<file path="config.mk">
export PLATFORM = sky130hd
export DESIGN_NAME = mmio_responder
export DESIGN_NICKNAME = d
export VERILOG_FILES = /design/src/rtl/mmio_responder.sv
export SDC_FILE = /design/constraint.sdc
export NUM_CORES = 1
export LEC_CHECK = 0
export CORE_UTILIZATION = 44
export DETAILED_ROUTE_END_ITERATION = 12
export GPL_TIMING_DRIVEN = 0
export PLACE_DENSITY = 0.68
export SYNTH_ARGS = -nofsm -noshare
export SYNTH_HDL_FRONTEND = slang
export SYNTH_SLANG_ARGS = --single-unit
</file>
<file path="constraint.sdc">
create_clock -name clk -period 8.3 [get_ports clk]
set_input_delay 1.66 -clock clk [delete_from_list [all_inputs] [get_ports clk]]
set_output_delay 1.66 -clock clk [all_outputs]
set_load 0.05 [all_outputs]
</file>
<file path="src/rtl/mmio_responder.sv">
// mmio_responder: 8-word MMIO window on the CPU data port with a reloadable interval
// timer and a FIFO-buffered 8N1 UART transmitter; all state advances on clk_en ticks.
module mmio_responder #(
    parameter logic [17:0] BASE       = 18'h3FF00,
    parameter int          FIFO_DEPTH = 16,
    parameter int          BAUD_DIV   = 4
) (
    input  logic        clk,
    input  logic        rst_n,
    input  logic        clk_en,
    input  logic        mem_re,
    input  logic [17:0] mem_read1_addr,
    input  logic [3:0]  mem_we,
    input  logic [17:0] mem_write_addr,
    input  logic [31:0] mem_write_data,
    output logic [31:0] mmio_read_data,
    output logic        mmio_hit,
    output logic [15:0] interrupts,
    output logic        uart_txd
);
    localparam int AW = $clog2(FIFO_DEPTH);
    localparam int BW = (BAUD_DIV > 1) ? $clog2(BAUD_DIV) : 1;
    localparam logic [BW-1:0] BAUD_LAST = BW'(BAUD_DIV - 1);
    localparam logic [BW-1:0] BAUD_ONE  = BW'(1'b1);
    localparam logic [AW:0]   PTR_ONE   = (AW + 1)'(1'b1);

    typedef enum logic [1:0] {S_IDLE = 2'd0, S_START = 2'd1, S_DATA = 2'd2, S_STOP = 2'd3} tx_state_e;

    logic [31:0] count_q, count_d, reload_q, reload_d, rdata_q, rdata_d, rd_val_s;
    logic [2:0]  ctrl_q, ctrl_d, bit_q, bit_d;
    logic        pend_q, pend_d, ovf_q, ovf_d, hit_q, hit_d, txd_q, txd_d;
    logic [7:0]  fifo_q [FIFO_DEPTH];
    logic [7:0]  fifo_d [FIFO_DEPTH];
    logic [AW:0] wptr_q, wptr_d, rptr_q, rptr_d, fifo_cnt_s;
    logic [7:0]  shift_q, shift_d, fifo_cnt8_s;
    logic [BW-1:0] baud_q, baud_d;
    tx_state_e   state_q, state_d;

    logic rd_hit_s, wr_hit_s, fifo_full_s, fifo_empty_s, tx_busy_s, tx_irq_s, baud_done_s, pop_s;
    logic we_reload_s, we_ctrl_s, irq_clr_s, push_s, ovf_clr_s;
    logic timer_tick_s, timer_start_s, timer_wrap_s;
    logic [2:0] rd_off_s, wr_off_s;

    assign rd_hit_s     = mem_re & (mem_read1_addr[17:3] == BASE[17:3]);
    assign wr_hit_s     = (mem_write_addr[17:3] == BASE[17:3]);
    assign rd_off_s     = mem_read1_addr[2:0];
    assign wr_off_s     = mem_write_addr[2:0];
    // Pointers carry one extra wrap bit so full and empty are distinguishable.
    assign fifo_full_s  = (wptr_q[AW] != rptr_q[AW]) && (wptr_q[AW-1:0] == rptr_q[AW-1:0]);
    assign fifo_empty_s = (wptr_q == rptr_q);
    assign fifo_cnt_s   = wptr_q - rptr_q;
    assign fifo_cnt8_s  = 8'(fifo_cnt_s);
    assign tx_busy_s    = (state_q != S_IDLE);
    assign tx_irq_s     = ctrl_q[2] & fifo_empty_s & ~tx_busy_s;
    assign baud_done_s  = (baud_q == BAUD_LAST);
    assign timer_tick_s  = clk_en & ctrl_q[0];
    assign timer_start_s = we_ctrl_s & ~ctrl_q[0] & mem_write_data[0];
    assign timer_wrap_s  = timer_tick_s & (count_q == 32'd1);

    assign mmio_read_data = rdata_q;
    assign mmio_hit       = hit_q;
    assign interrupts     = {14'd0, tx_irq_s, pend_q};
    assign uart_txd       = txd_q;

    // Write decode: one strobe per register action, gated by the tick.
    always_comb begin
        we_reload_s = 1'b0;
        we_ctrl_s   = 1'b0;
        irq_clr_s   = 1'b0;
        push_s      = 1'b0;
        ovf_clr_s   = 1'b0;
        if (clk_en && wr_hit_s) begin
            case (wr_off_s)
                3'd1:    we_reload_s = 1'b1;
                3'd2:    we_ctrl_s   = mem_we[0];
                3'd3:    irq_clr_s   = mem_we[0] & mem_write_data[0];
                3'd4:    push_s      = mem_we[0];
                3'd5:    ovf_clr_s   = mem_we[0] & mem_write_data[2];
                default: we_reload_s = 1'b0;
            endcase
        end else begin
            we_reload_s = 1'b0;
        end
    end

    // Read mux and the one-tick registered response.
    always_comb begin
        rd_val_s = 32'd0;
        case (rd_off_s)
            3'd0:    rd_val_s = count_q;
            3'd1:    rd_val_s = reload_q;
            3'd2:    rd_val_s = {29'd0, ctrl_q};
            3'd3:    rd_val_s = {30'd0, tx_irq_s, pend_q};
            3'd5:    rd_val_s = {16'd0, fifo_cnt8_s, 4'd0, tx_busy_s, ovf_q, fifo_empty_s, fifo_full_s};
            default: rd_val_s = 32'd0;
        endcase
        rdata_d = rdata_q;
        hit_d   = hit_q;
        if (clk_en) begin
            rdata_d = rd_hit_s ? rd_val_s : 32'd0;
            hit_d   = rd_hit_s;
        end else begin
            rdata_d = rdata_q;
            hit_d   = hit_q;
        end
    end

    // Timer, RELOAD/CTRL byte-lane writes; an enabling CTRL write outranks a wrap.
    always_comb begin
        reload_d = reload_q;
        for (int i = 0; i < 4; i++) begin
            if (we_reload_s && mem_we[i]) reload_d[8*i +: 8] = mem_write_data[8*i +: 8];
            else                          reload_d[8*i +: 8] = reload_q[8*i +: 8];
        end
        ctrl_d = we_ctrl_s ? mem_write_data[2:0] : ctrl_q;
        if (timer_start_s)                           count_d = reload_q;
        else if (timer_wrap_s)                       count_d = reload_q;
        else if (timer_tick_s && count_q != 32'd0)   count_d = count_q - 32'd1;
        else                                         count_d = count_q;
        pend_d = timer_wrap_s | (pend_q & ~irq_clr_s);
    end

    // TX framing FSM; uart_en is only sampled between frames.
    always_comb begin
        state_d = state_q;
        shift_d = shift_q;
        bit_d   = bit_q;
        baud_d  = baud_q;
        pop_s   = 1'b0;
        if (clk_en) begin
            case (state_q)
                S_IDLE: begin
                    if (ctrl_q[1] && !fifo_empty_s) begin
                        state_d = S_START;
                        pop_s   = 1'b1;
                        shift_d = fifo_q[rptr_q[AW-1:0]];
                        baud_d  = '0;
                    end else begin
                        state_d = S_IDLE;
                    end
                end
                S_START: begin
                    if (baud_done_s) begin
                        state_d = S_DATA;
                        baud_d  = '0;
                        bit_d   = 3'd0;
                    end else begin
                        baud_d = baud_q + BAUD_ONE;
                    end
                end
                S_DATA: begin
                    if (baud_done_s) begin
                        baud_d  = '0;
                        shift_d = {1'b0, shift_q[7:1]};
                        if (bit_q == 3'd7) state_d = S_STOP;
                        else               bit_d   = bit_q + 3'd1;
                    end else begin
                        baud_d = baud_q + BAUD_ONE;
                    end
                end
                S_STOP: begin
                    if (baud_done_s) begin
                        baud_d = '0;
                        if (ctrl_q[1] && !fifo_empty_s) begin
                            state_d = S_START;
                            pop_s   = 1'b1;
                            shift_d = fifo_q[rptr_q[AW-1:0]];
                        end else begin
                            state_d = S_IDLE;
                        end
                    end else begin
                        baud_d = baud_q + BAUD_ONE;
                    end
                end
                default: state_d = S_IDLE;
            endcase
        end else begin
            state_d = state_q;
        end
        case (state_d)
            S_START: txd_d = 1'b0;
            S_DATA:  txd_d = shift_d[0];
            default: txd_d = 1'b1;
        endcase
    end

    // FIFO storage and sticky overflow; a push into a full FIFO is dropped.
    always_comb begin
        fifo_d = fifo_q;
        wptr_d = wptr_q;
        if (push_s && !fifo_full_s) begin
            fifo_d[wptr_q[AW-1:0]] = mem_write_data[7:0];
            wptr_d                 = wptr_q + PTR_ONE;
        end else begin
            wptr_d = wptr_q;
        end
        rptr_d = pop_s ? (rptr_q + PTR_ONE) : rptr_q;
        ovf_d  = (push_s & fifo_full_s) | (ovf_q & ~ovf_clr_s);
    end

    // State registers.
    always_ff @(posedge clk or negedge rst_n) begin
        if (!rst_n) begin
            count_q  <= 32'd0;
            reload_q <= 32'd0;
            ctrl_q   <= 3'd0;
            pend_q   <= 1'b0;
            ovf_q    <= 1'b0;
            wptr_q   <= '0;
            rptr_q   <= '0;
            for (int i = 0; i < FIFO_DEPTH; i++) fifo_q[i] <= 8'h00;
            state_q  <= S_IDLE;
            shift_q  <= 8'h00;
            bit_q    <= 3'd0;
            baud_q   <= '0;
            txd_q    <= 1'b1;
            rdata_q  <= 32'd0;
            hit_q    <= 1'b0;
        end else begin
            count_q  <= count_d;
            reload_q <= reload_d;
            ctrl_q   <= ctrl_d;
            pend_q   <= pend_d;
            ovf_q    <= ovf_d;
            wptr_q   <= wptr_d;
            rptr_q   <= rptr_d;
            fifo_q   <= fifo_d;
            state_q  <= state_d;
            shift_q  <= shift_d;
            bit_q    <= bit_d;
            baud_q   <= baud_d;
            txd_q    <= txd_d;
            rdata_q  <= rdata_d;
            hit_q    <= hit_d;
        end
    end
endmodule

</file>
-- Yosys cells after proc, flatten, opt, wreduce, memory -nomap -nowiden
Cells that the tools add are included.
- add/sub/neg operators: 6
- magnitude comparators: 3
- equality and inequality tests: 27
- mux-type cells: 45
- bitwise gates (word level): 20
- reduce and logical (&&, ||, !) cells: 23
- operators by type and width (operator ; number):
    32-bit case mux with 5 select lines ; 1
    128-bit bitwise mux ; 1
    32-bit 2-to-1 mux ; 4
    8-bit 2-to-1 mux ; 6
    8-bit binary-select mux with 4-bit select ; 1
    8-bit demux with 4-bit select ; 1
    32-bit by 1-bit == test with 1-bit output, second input constant ; 1
    32-bit nonzero test ; 1
    32-bit by 1-bit subtractor with 32-bit output, second input constant ; 1
    15-bit == test, second input constant ; 2
    8-bit case mux with 3 select lines ; 1
    1-bit 2-to-1 mux ; 15
    2-bit 2-to-1 mux ; 7
    1-bit bitwise AND ; 12
    3-bit by 2-bit == test with 1-bit output, second input constant ; 4
    3-bit == test, second input constant ; 4
    5-bit by 1-bit adder with 5-bit output, second input constant ; 2
    5-bit >= comparator, second input constant ; 2
    1-bit logical AND ; 10
    2-bit != test, second input constant ; 5
    4-bit NOT with 5-bit output ; 2
    3-bit 2-to-1 mux ; 3
    2-bit == test, second input constant ; 4
    2-bit case mux with 4 select lines ; 1
    23 further kinds ; 33
- register bits after elaboration: 256

-- Depth between registers and ports, before layout
- depth after elaboration: 9
- depth in mapped cells: 11
- gate-level depth less buffers: 9

-- Worst setup path before layout
No wires, ideal clock.
- path type: reg-to-output
- start point: register rptr_q[1]
- end point: output port interrupts[1]
- arrival time: 2.073 ns
- setup slack: 4.567 ns
- cell stages (with the launch flop): 8
- buffers on the path: 3
- path through: dfrtp_1 clkbuf_1 clkbuf_1 inv_1 ha_1 nand4_1 nor3_1 buf_4
- cells in the longest elaborated chain, start to end: 3
- ends and longest elaborated chain (what ; line ; text):
    start: declaration ; 34 ; logic [AW:0] wptr_q, wptr_d, rptr_q, rptr_d, fifo_cnt_s;
    start signal: assignment ; 226 ; rptr_q <= rptr_d;
    5-bit == test ; 50 ; assign fifo_empty_s = (wptr_q == rptr_q);
    1-bit bitwise AND (2 in series) ; 54 ; assign tx_irq_s = ctrl_q[2] & fifo_empty_s & ~tx_busy_s;
    end: declaration ; 18 ; output logic [15:0] interrupts,
Every way passes these cells.

-- Final worst setup path
Same ends and word-level chain as after synthesis.

==> results.toml <==
[status]
outcome = "completed"

[timing]
post-route-worst-setup-slack_ns = 2.31
maxSlewHeadroom_pct = 17.8
finalMaxSlewViolations = 0
final.period_utilization_pct = 72.2
final_hold_viol_count = 0
unrepaired_setup_endpoints_after_global_routing = "no"
report.final.setup_viol = 0
timing.clock.skew_ns = 0.00862
totalNegativeSetupSlack_ns = 0
max_slew.worst_pin.slew_ns = 1.23
fmaxAchievable_ghz = 0.167
timing.final.crit_period_ns = 5.99

[clock_network]
clock_buffers_created_by_tritoncts = 27
cts_resized = 0
clk-insertion-delay-late_ns = 0.54
cts_htree_levels = 1
clock_sinks = 256
path_clk_slew_ns = 0.06
ctsRootBufferMaster = "sky130_fd_sc_hd__clkbuf_16"
tritoncts = "done"
cts_hold_buffers = 0
cts_post_setup_buffers_inserted = 0
cts-root-to-sink-buffers = 3

[critical_path]
cp_cell_sequence = "clkbuf_1 > clkbuf_1 > inv_1 > ha_1 > nand4_1 > nor3_1 > buf_4 > clkdlybuf4s50_1"
critPathKind = "reg -> out"
critPathBufInv = 5
crit_path_start_kind = "flip-flop"
worst_path_max_delay_cell = "sky130_fd_sc_hd__clkdlybuf4s50_1"
cp.arrival_ns = 4.33
critical_path_s_top_delay_family = "buffers and inverters"
required_ns = 6.64
critPathMostFrequentCell = "sky130_fd_sc_hd__clkbuf_1"
peak_fanout_along_the_critical_path = 10
crit_path_max_incr_delay_ns = 0.80
timing.critical_path.to_type = "output pin"

[power]
vdd_ir_drop_max_mv = 0.135
post-layout-total-power_mw = 2.81
total_leakage_power_nw = 6.89
power_per_cell_area_nw_per_um2 = 184

[yosys]
syn_area_um2 = 12700
yosysUniqueCellTypes = 71
netlist.top_cell.by_area = "sky130_fd_sc_hd__dfrtp_1"
ys_dominant_reg_cell = "sky130_fd_sc_hd__dfrtp_1"
synth-warning-count = 0
synth_area_leaders = "sky130_fd_sc_hd__dfrtp_1 (50%), sky130_fd_sc_hd__mux2_2 (15%), sky130_fd_sc_hd__mux4_2 (6.4%)"
synthCells = 1018
seq_cells_post_synth = 256
fraction_of_the_yosys_area_taken_by_sequential_cells_pct = 50.5
synth-async-reset-ratio_pct = 100
syn_avg_cell_area_um2 = 12.5
synth_top_area_share_pct = 50.3
synth_edf_count = 0

[min_path]
classification_of_the_worst_slack_hold_path = "reg -> reg"

[placed_design]
portBuffers = 108
place_area_um2 = 14300
routabilityCongestion = 0.817
dpl.hpwl_um = 22100
dp_worst_setup_slack_ns = 2.88

[final_layout]
mostFrequentLayoutCell = "sky130_fd_sc_hd__dfrtp_1"
nNetsFinal = 1267
post_route_cells_drive_above_1_share_pct = 25.5
final_cell_mix = "sky130_fd_sc_hd__dfrtp_1 (255), sky130_fd_sc_hd__mux2_2 (164), sky130_fd_sc_hd__clkdlybuf4s50_1 (107)"
fill_cell_total_of_the_finished_layout = 2411
synth_to_final_area_change_pct = 20.6
final_util_pct = 54.5
postLayoutCellArea_um2 = 15300
antenna_diode_count = 0

[routing]
ant_nets = 0
post_drt_via_cell_ratio = 5.61
detail_route.drc_violations = 0
drt-total-wl_um = 31600
post_drt_wl_per_cell_um = 20.1
route.vias.total = 8797
drt_first_iter_violations = 676
detailedRoute.firstPassIterationCount = 5

[grt]
grt_first_pass_wirelength_um = 50200
antenna_violations_before_repair = 0
grt_usage_pct = 22.2
first_global_vias = 8888
grt_max_degree = 112
grt_overflow_total = 0

[floorplan]
io_pins = 126
vert_die_dim_um = 172
floorplan.die_area_um2 = 29500
core_area_um2 = 28100
placementRows = 61
floorplan.initialDensity_pct = 45.2
die_width_um = 172

[job]
timing.max_cap.violations = 0
==> synthesized netlist by cell type, types with 3 or more instances <==
cell,count
sky130_fd_sc_hd__ha_1,20
sky130_fd_sc_hd__nand4_1,16
sky130_fd_sc_hd__dfrtp_1,255
sky130_fd_sc_hd__a22oi_1,33
sky130_fd_sc_hd__nor2_1,31
sky130_fd_sc_hd__nor3_4,4
sky130_fd_sc_hd__o2bb2ai_1,32
sky130_fd_sc_hd__nand2_2,3
sky130_fd_sc_hd__a21o_1,4
sky130_fd_sc_hd__and2_1,5
sky130_fd_sc_hd__or3_1,4
sky130_fd_sc_hd__buf_1,11
sky130_fd_sc_hd__nand2_1,63
sky130_fd_sc_hd__buf_2,15
sky130_fd_sc_hd__a31oi_1,10
sky130_fd_sc_hd__a32oi_1,3
sky130_fd_sc_hd__mux2_1,5
sky130_fd_sc_hd__buf_4,17
sky130_fd_sc_hd__nand3_1,17
sky130_fd_sc_hd__clkbuf_1,32
sky130_fd_sc_hd__nor4_1,8
sky130_fd_sc_hd__a211oi_1,5
sky130_fd_sc_hd__mux2_2,164
sky130_fd_sc_hd__inv_1,22
sky130_fd_sc_hd__o21ai_0,41
sky130_fd_sc_hd__or4_1,6
sky130_fd_sc_hd__a21oi_1,21
sky130_fd_sc_hd__mux2i_1,10
sky130_fd_sc_hd__nor2_4,3
sky130_fd_sc_hd__xor2_1,20
sky130_fd_sc_hd__mux4_2,36
sky130_fd_sc_hd__and3_1,14
sky130_fd_sc_hd__nor2b_1,4
sky130_fd_sc_hd__nor3_1,18
sky130_fd_sc_hd__nand3b_1,3
sky130_fd_sc_hd__xnor2_1,16
sky130_fd_sc_hd__nand4b_1,4
==> where the power goes <==
| part | switching, mW | internal [mW] | total [mW] |
|---|---|---|---|
| registers | 0.0148 | 1.27 | 1.28 |
| logic | 0.157 | 0.0998 | 0.257 |
| clock network | 0.500 | 0.769 | 1.27 |
==> final timing paths <==
| kind | from | endpoint | slack (ns) | cells past startpoint |
|---|---|---|---|---|
| max | rptr_q[1]$_DFFE_PN0P_ | interrupts[1] | 2.31 | 8 |
| min | mmio_hit$_DFFE_PN0P_ | mmio_hit$_DFFE_PN0P_ | 0.49 | 1 |
| max reg2reg | rptr_q[1]$_DFFE_PN0P_ | fifo_q[3]$_DFFE_PN0P_ | 4.10 | 10 |
| min reg2reg | mmio_hit$_DFFE_PN0P_ | mmio_hit$_DFFE_PN0P_ | 0.49 | 1 |
| max in group asynchronous | rst_n | fifo_q[14]$_DFFE_PN0P_ | 5.92 | 3 |
| min in group asynchronous | rst_n | mmio_read_data[23]$_DFFE_PN0P_ | 1.02 | 1 |
==> area by class of cell <==
class                      instances  area (um^2)  area share (%)
clock buffer                      39          811            5.30
inverter                          24         90.1           0.589
clock inverter                    10          135           0.884
timing repair buffer             110         1140            7.46
tap                              378          473            3.09
buffer                            75          364            2.38
multi-input combinational        676         5870            38.4
sequential                       256         6410            41.9
==> stage by stage <==
step	hold slack [ns]	std cells
after floorplan	0.451	1031
final	0.485	1568
after detailed placement	0.474	1519
after global placement	0.466	1517
after global routing	0.503	1568
after CTS	0.488	1568
==> cell families after synthesis <==
logic type | Yosys count | share of synthesized area, %
fa+ha+maj | 21 | 2.13
compound gates | 166 | 9.08
flops | 256 | 50.5
xor+xnor | 36 | 2.49
simple gates | 224 | 10.0
mux | 215 | 22.2
other cells | 1 | 0.0296
buf+inv | 99 | 3.58
==> flip-flops by register name, indices dropped and copies added (netlist names), 3 cells and up <==
name            flops
ctrl_q              3
rptr_q              5
count_q            32
shift_q             8
fifo_q            128
reload_q           32
mmio_read_data     32
wptr_q              5
bit_q               3
==> per-layer routing <==
| layer | vias to the layer above | part of all wire (%) | routed length [um] | GRT usage (%) |
|---|---|---|---|---|
| met2 | 244 | 46 | 14600 | 35.2 |
| met1 | 4447 | 45 | 14300 | 31.4 |
| met3 | 50 | 5.6 | 1780 | 3.31 |
| met5 | - | 0 | 0 | 0 |
| li1 | 4056 | - | - | - |
| met4 | 0 | 2.7 | 849 | 6.73 |
No activity file was read; power rests on OpenSTA's default activity.
==> RTL change 1 (same settings) <==
`shift_q` and `rdata_q` no longer have a reset.
--- a/src/rtl/mmio_responder.sv
+++ b/src/rtl/mmio_responder.sv
@@ -211,9 +211,7 @@
             for (int i = 0; i < FIFO_DEPTH; i++) fifo_q[i] <= 8'h00;
             state_q  <= S_IDLE;
-            shift_q  <= 8'h00;
             bit_q    <= 3'd0;
             baud_q   <= '0;
             txd_q    <= 1'b1;
-            rdata_q  <= 32'd0;
             hit_q    <= 1'b0;
         end else begin
@@ -227,12 +225,15 @@
             fifo_q   <= fifo_d;
             state_q  <= state_d;
-            shift_q  <= shift_d;
             bit_q    <= bit_d;
             baud_q   <= baud_d;
             txd_q    <= txd_d;
-            rdata_q  <= rdata_d;
             hit_q    <= hit_d;
         end
     end
+
+    always_ff @(posedge clk) begin
+        shift_q <= shift_d;
+        rdata_q <= rdata_d;
+    end
 endmodule
 
Formal check against the unedited RTL: not equivalent (a bounded check fails within 4 cycles, from zero or initial values and one cycle with rst_n low).
==> RTL change 1 against the original RTL <==
Register-to-register slack better by 0.03 ns. Area after synthesis is 0.74% higher. Routed wire length about the same. Total power down 1.4%. Combinational power is 8.6% lower. Sequential cell count did not move. Design area grew 0.14%. Critical path type unchanged. Worst setup slack improved by 0.27 ns.
==> RTL change 1: results (changes against the original RTL) <==
| Metric | Value |
|---|---|
| Worst hold slack | `0.481 ns (was 0.485 ns)` |
| Hold path start | `shift_q[0] (was mmio_hit)` |
| Hpwl dp | `22.3 mm (was 22.1 mm)` |
| Via density per instance | `5.64 (was 5.61)` |
| Fillcell total | `2440 (was 2411)` |
| Metal3 WL | `1.70 mm (was 1.78 mm)` |
| Metal2 WL | `14.8 mm (was 14.6 mm)` |
| Slew HR | `0.207 (was 0.178)` |
| Core Box Area | `0.0286 mm² (was 0.0281 mm²)` |
| Skew final | `0.0179 ns (was 0.00862 ns)` |
| Iteration-0 DRC Markers | `618 (was 676)` |
| Reg2Reg Setup Slack | `4.13 ns (was 4.10 ns)` |
| P_leak | `6.73 nW (was 6.89 nW)` |
| Nonclk buf count | `173 (was 185)` |
| Multi-input gate area | `0.00577 mm² (was 0.00587 mm²)` |
| Wirelength, routed | `31.5 mm (was 31.6 mm)` |
| R2R Path End | `fifo_q[46] (was fifo_q[3])` |
| Synth Area per Inst | `12.6 µm² (was 12.5 µm²)` |
| Peak supply drop | `0.152 mV (was 0.135 mV)` |
| GRT Overall Usage | `0.223 (was 0.222)` |
| Post-synth EDFFs | `39 (was 0)` |
| Final Core Density | `0.535 (was 0.545)` |
| Met3 usage | `0.0343 (was 0.0331)` |
| Nets | `1263 (was 1267)` |
| FF+latch area | `0.00660 mm² (was 0.00641 mm²)` |
| #MultiIn Comb | `679 (was 676)` |
| Post-synth cell types | `80 (was 71)` |
| ClkCell Share | `0.0573 (was 0.0618)` |
| Outcome | `finished, final reports clean (unchanged)` |
| Met1 Routed Length | `13.7 mm (was 14.3 mm)` |
| GRT met1 Usage | `0.297 (was 0.314)` |
| Clock Buffer Count | `37 (was 39)` |
-- RTL change 1: logic make-up after synthesis --
kind of cell | Yosys count | share of synthesized area
and+or+nand+nor | 261 | 0.113
other | 1 | 0.000293
adders and majority gates | 21 | 0.0211
DFF | 256 | 0.516
buffers and inverters | 91 | 0.0363
xor gates and xnor gates | 31 | 0.0212
AOI/OAI and AO/OA | 142 | 0.0730
muxes | 210 | 0.219
-- RTL change 1: power groups by stage --
stage / Sequential, mW / Combinational, mW / Clock, mW
global placement: 1.35 / 0.230 / 0
global route: 1.34 / 0.264 / 1.28
finish: 1.33 / 0.235 / 1.20
floorplan: 1.38 / 0.105 / 0
detailed placement: 1.36 / 0.237 / 0
CTS: 1.33 / 0.238 / 1.23
-- RTL change 1: worst max path at each step --
stage,to,cells after the start
global route,interrupts[1],9
detailed placement,interrupts[1],9
CTS,interrupts[1],9
floorplan,interrupts[1],8
finish,interrupts[1],9
global placement,fifo_q[45],1
==> RTL change 2 (same flow settings) <==
Made on the original files. Set the parameter `BAUD_DIV` to 8 (it was 4).
--- a/src/rtl/mmio_responder.sv
+++ b/src/rtl/mmio_responder.sv
@@ -4,5 +4,5 @@
     parameter logic [17:0] BASE       = 18'h3FF00,
     parameter int          FIFO_DEPTH = 16,
-    parameter int          BAUD_DIV   = 4
+    parameter int          BAUD_DIV   = 8
 ) (
     input  logic        clk,
Function: changed (a bounded check fails within 10 cycles, from zero or initial values and one cycle with rst_n low).
==> RTL change 2 against the original RTL <==
Critical path depth increased by 2. Total power increased by 1.2%. Sequential cell count up 1. Via count rose by 2.3%. Non-clock buffer count shrank 5. Worst setup slack got worse by 0.22 ns. Clock power grew 5%. Design area grew 0.11%. Routed wire length rose by 1.3%. Sequential share of layout area increased by 0.12 points. Area after synthesis down 0.30%. Synthesized cell count increased by 1.9%. Largest power group is now the clock network. Highest routed layer unchanged.
==> RTL change 2: results (changes against the original RTL) <==
| Metric | Value |
|---|---|
| Placed cell count | `1538 (was 1519)` |
| Commonest cells in the netlist | `dfrtp_1 (256), mux2_2 (120), nand2_1 (54) (was dfrtp_1 (255), mux2_2 (164), nand2_1 (63))` |
| Via density per instance | `5.67 (was 5.61)` |
| Post-synth cell types | `63 (was 71)` |
| P_leak | `7.05 nW (was 6.89 nW)` |
| Outcome | `finished, final reports clean (unchanged)` |
| Synth Area per Inst | `12.2 µm² (was 12.5 µm²)` |
| Skew final | `0.0245 ns (was 0.00862 ns)` |
| Pre-CTS setup slack | `2.69 ns (was 2.88 ns)` |
| Worst hold slack | `0.486 ns (was 0.485 ns)` |
| R2R Path End | `fifo_q[21] (was fifo_q[3])` |
| GRT Overall Usage | `0.227 (was 0.222)` |
| Clk Latency, worst-skew pair | `0.56 ns (was 0.54 ns)` |
| CTS buffer count | `28 (was 27)` |
| Iteration-0 DRC Markers | `591 (was 676)` |
| Largest net degree at the start of global routing | `115 (was 112)` |
| Hpwl dp | `22.5 mm (was 22.1 mm)` |
| Worst EP arrival | `4.55 ns (was 4.33 ns)` |
| Peak supply drop | `0.182 mV (was 0.135 mV)` |
| Fin cells | `1588 (was 1568)` |
| First-pass GRT wire length | `51.4 mm (was 50.2 mm)` |
| Gpl congestion | `0.874 (was 0.817)` |
| WL/cell | `20.1 µm (about the same)` |
| Reg2Reg Setup Slack | `3.64 ns (was 4.10 ns)` |
| Register area share after synthesis | `0.509 (was 0.505)` |
==> RTL change 2: worst max path at each step <==
stage,start,to,slack [ns],depth (start not counted)
finish,rptr_q[1],interrupts[1],2.09,10
global route,rptr_q[2],interrupts[1],1.90,11
CTS,rptr_q[2],interrupts[1],2.10,11
detailed placement,rptr_q[1],interrupts[1],2.69,10
global placement,rst_n,fifo_q[5],-5.48,1
floorplan,rptr_q[2],interrupts[1],4.33,10
==> RTL change 2: metal layers <==
layer / vias to the layer above / routed length, µm / track usage
met5: - / 0 / 0
met1: 4527 / 14200 / 0.311
met2: 279 / 14800 / 0.368
li1: 4127 / - / -
met4: 0 / 1090 / 0.0823
met3: 69 / 1870 / 0.0322
==> RTL change 2: cell families after synthesis <==
family / synth area share
buffers and inverters: 0.0321
adder cells (fa/ha/maj): 0.0224
AND/OR/NAND/NOR: 0.0962
AO/OA/AOI/OAI: 0.0981
flip-flops: 0.509
XOR/XNOR: 0.0277
multiplexers: 0.215
other: 0.000296
==> RTL change 2: power breakdown <==
group,total [mW],switching (mW),internal [mW]
logic,0.221,0.134,0.0871
registers,1.29,0.0156,1.27
clock network,1.33,0.520,0.811
total,2.84,0.669,2.17
==> RTL change 2: worst max-delay path: stages, from the launching register on <==
cell	delay, ns
dfrtp_1	0.48
clkbuf_1	0.58
buf_1	0.77
inv_1	0.32
ha_1	0.40
nand4_1	0.16
nor2_1	0.19
nand3_1	0.12
inv_1	0.07
buf_4	0.09
clkdlybuf4s50_1	0.82
==> RTL change 2: cell type report <==
cell class,count,area [µm²]
multi-input combinational,702,5870
inverter,21,78.8
tap,378,473
clock inverter,15,226
fill,2386,12700
clock buffer,35,767
timing repair buffer,110,1140
sequential,257,6430
buffer,70,327
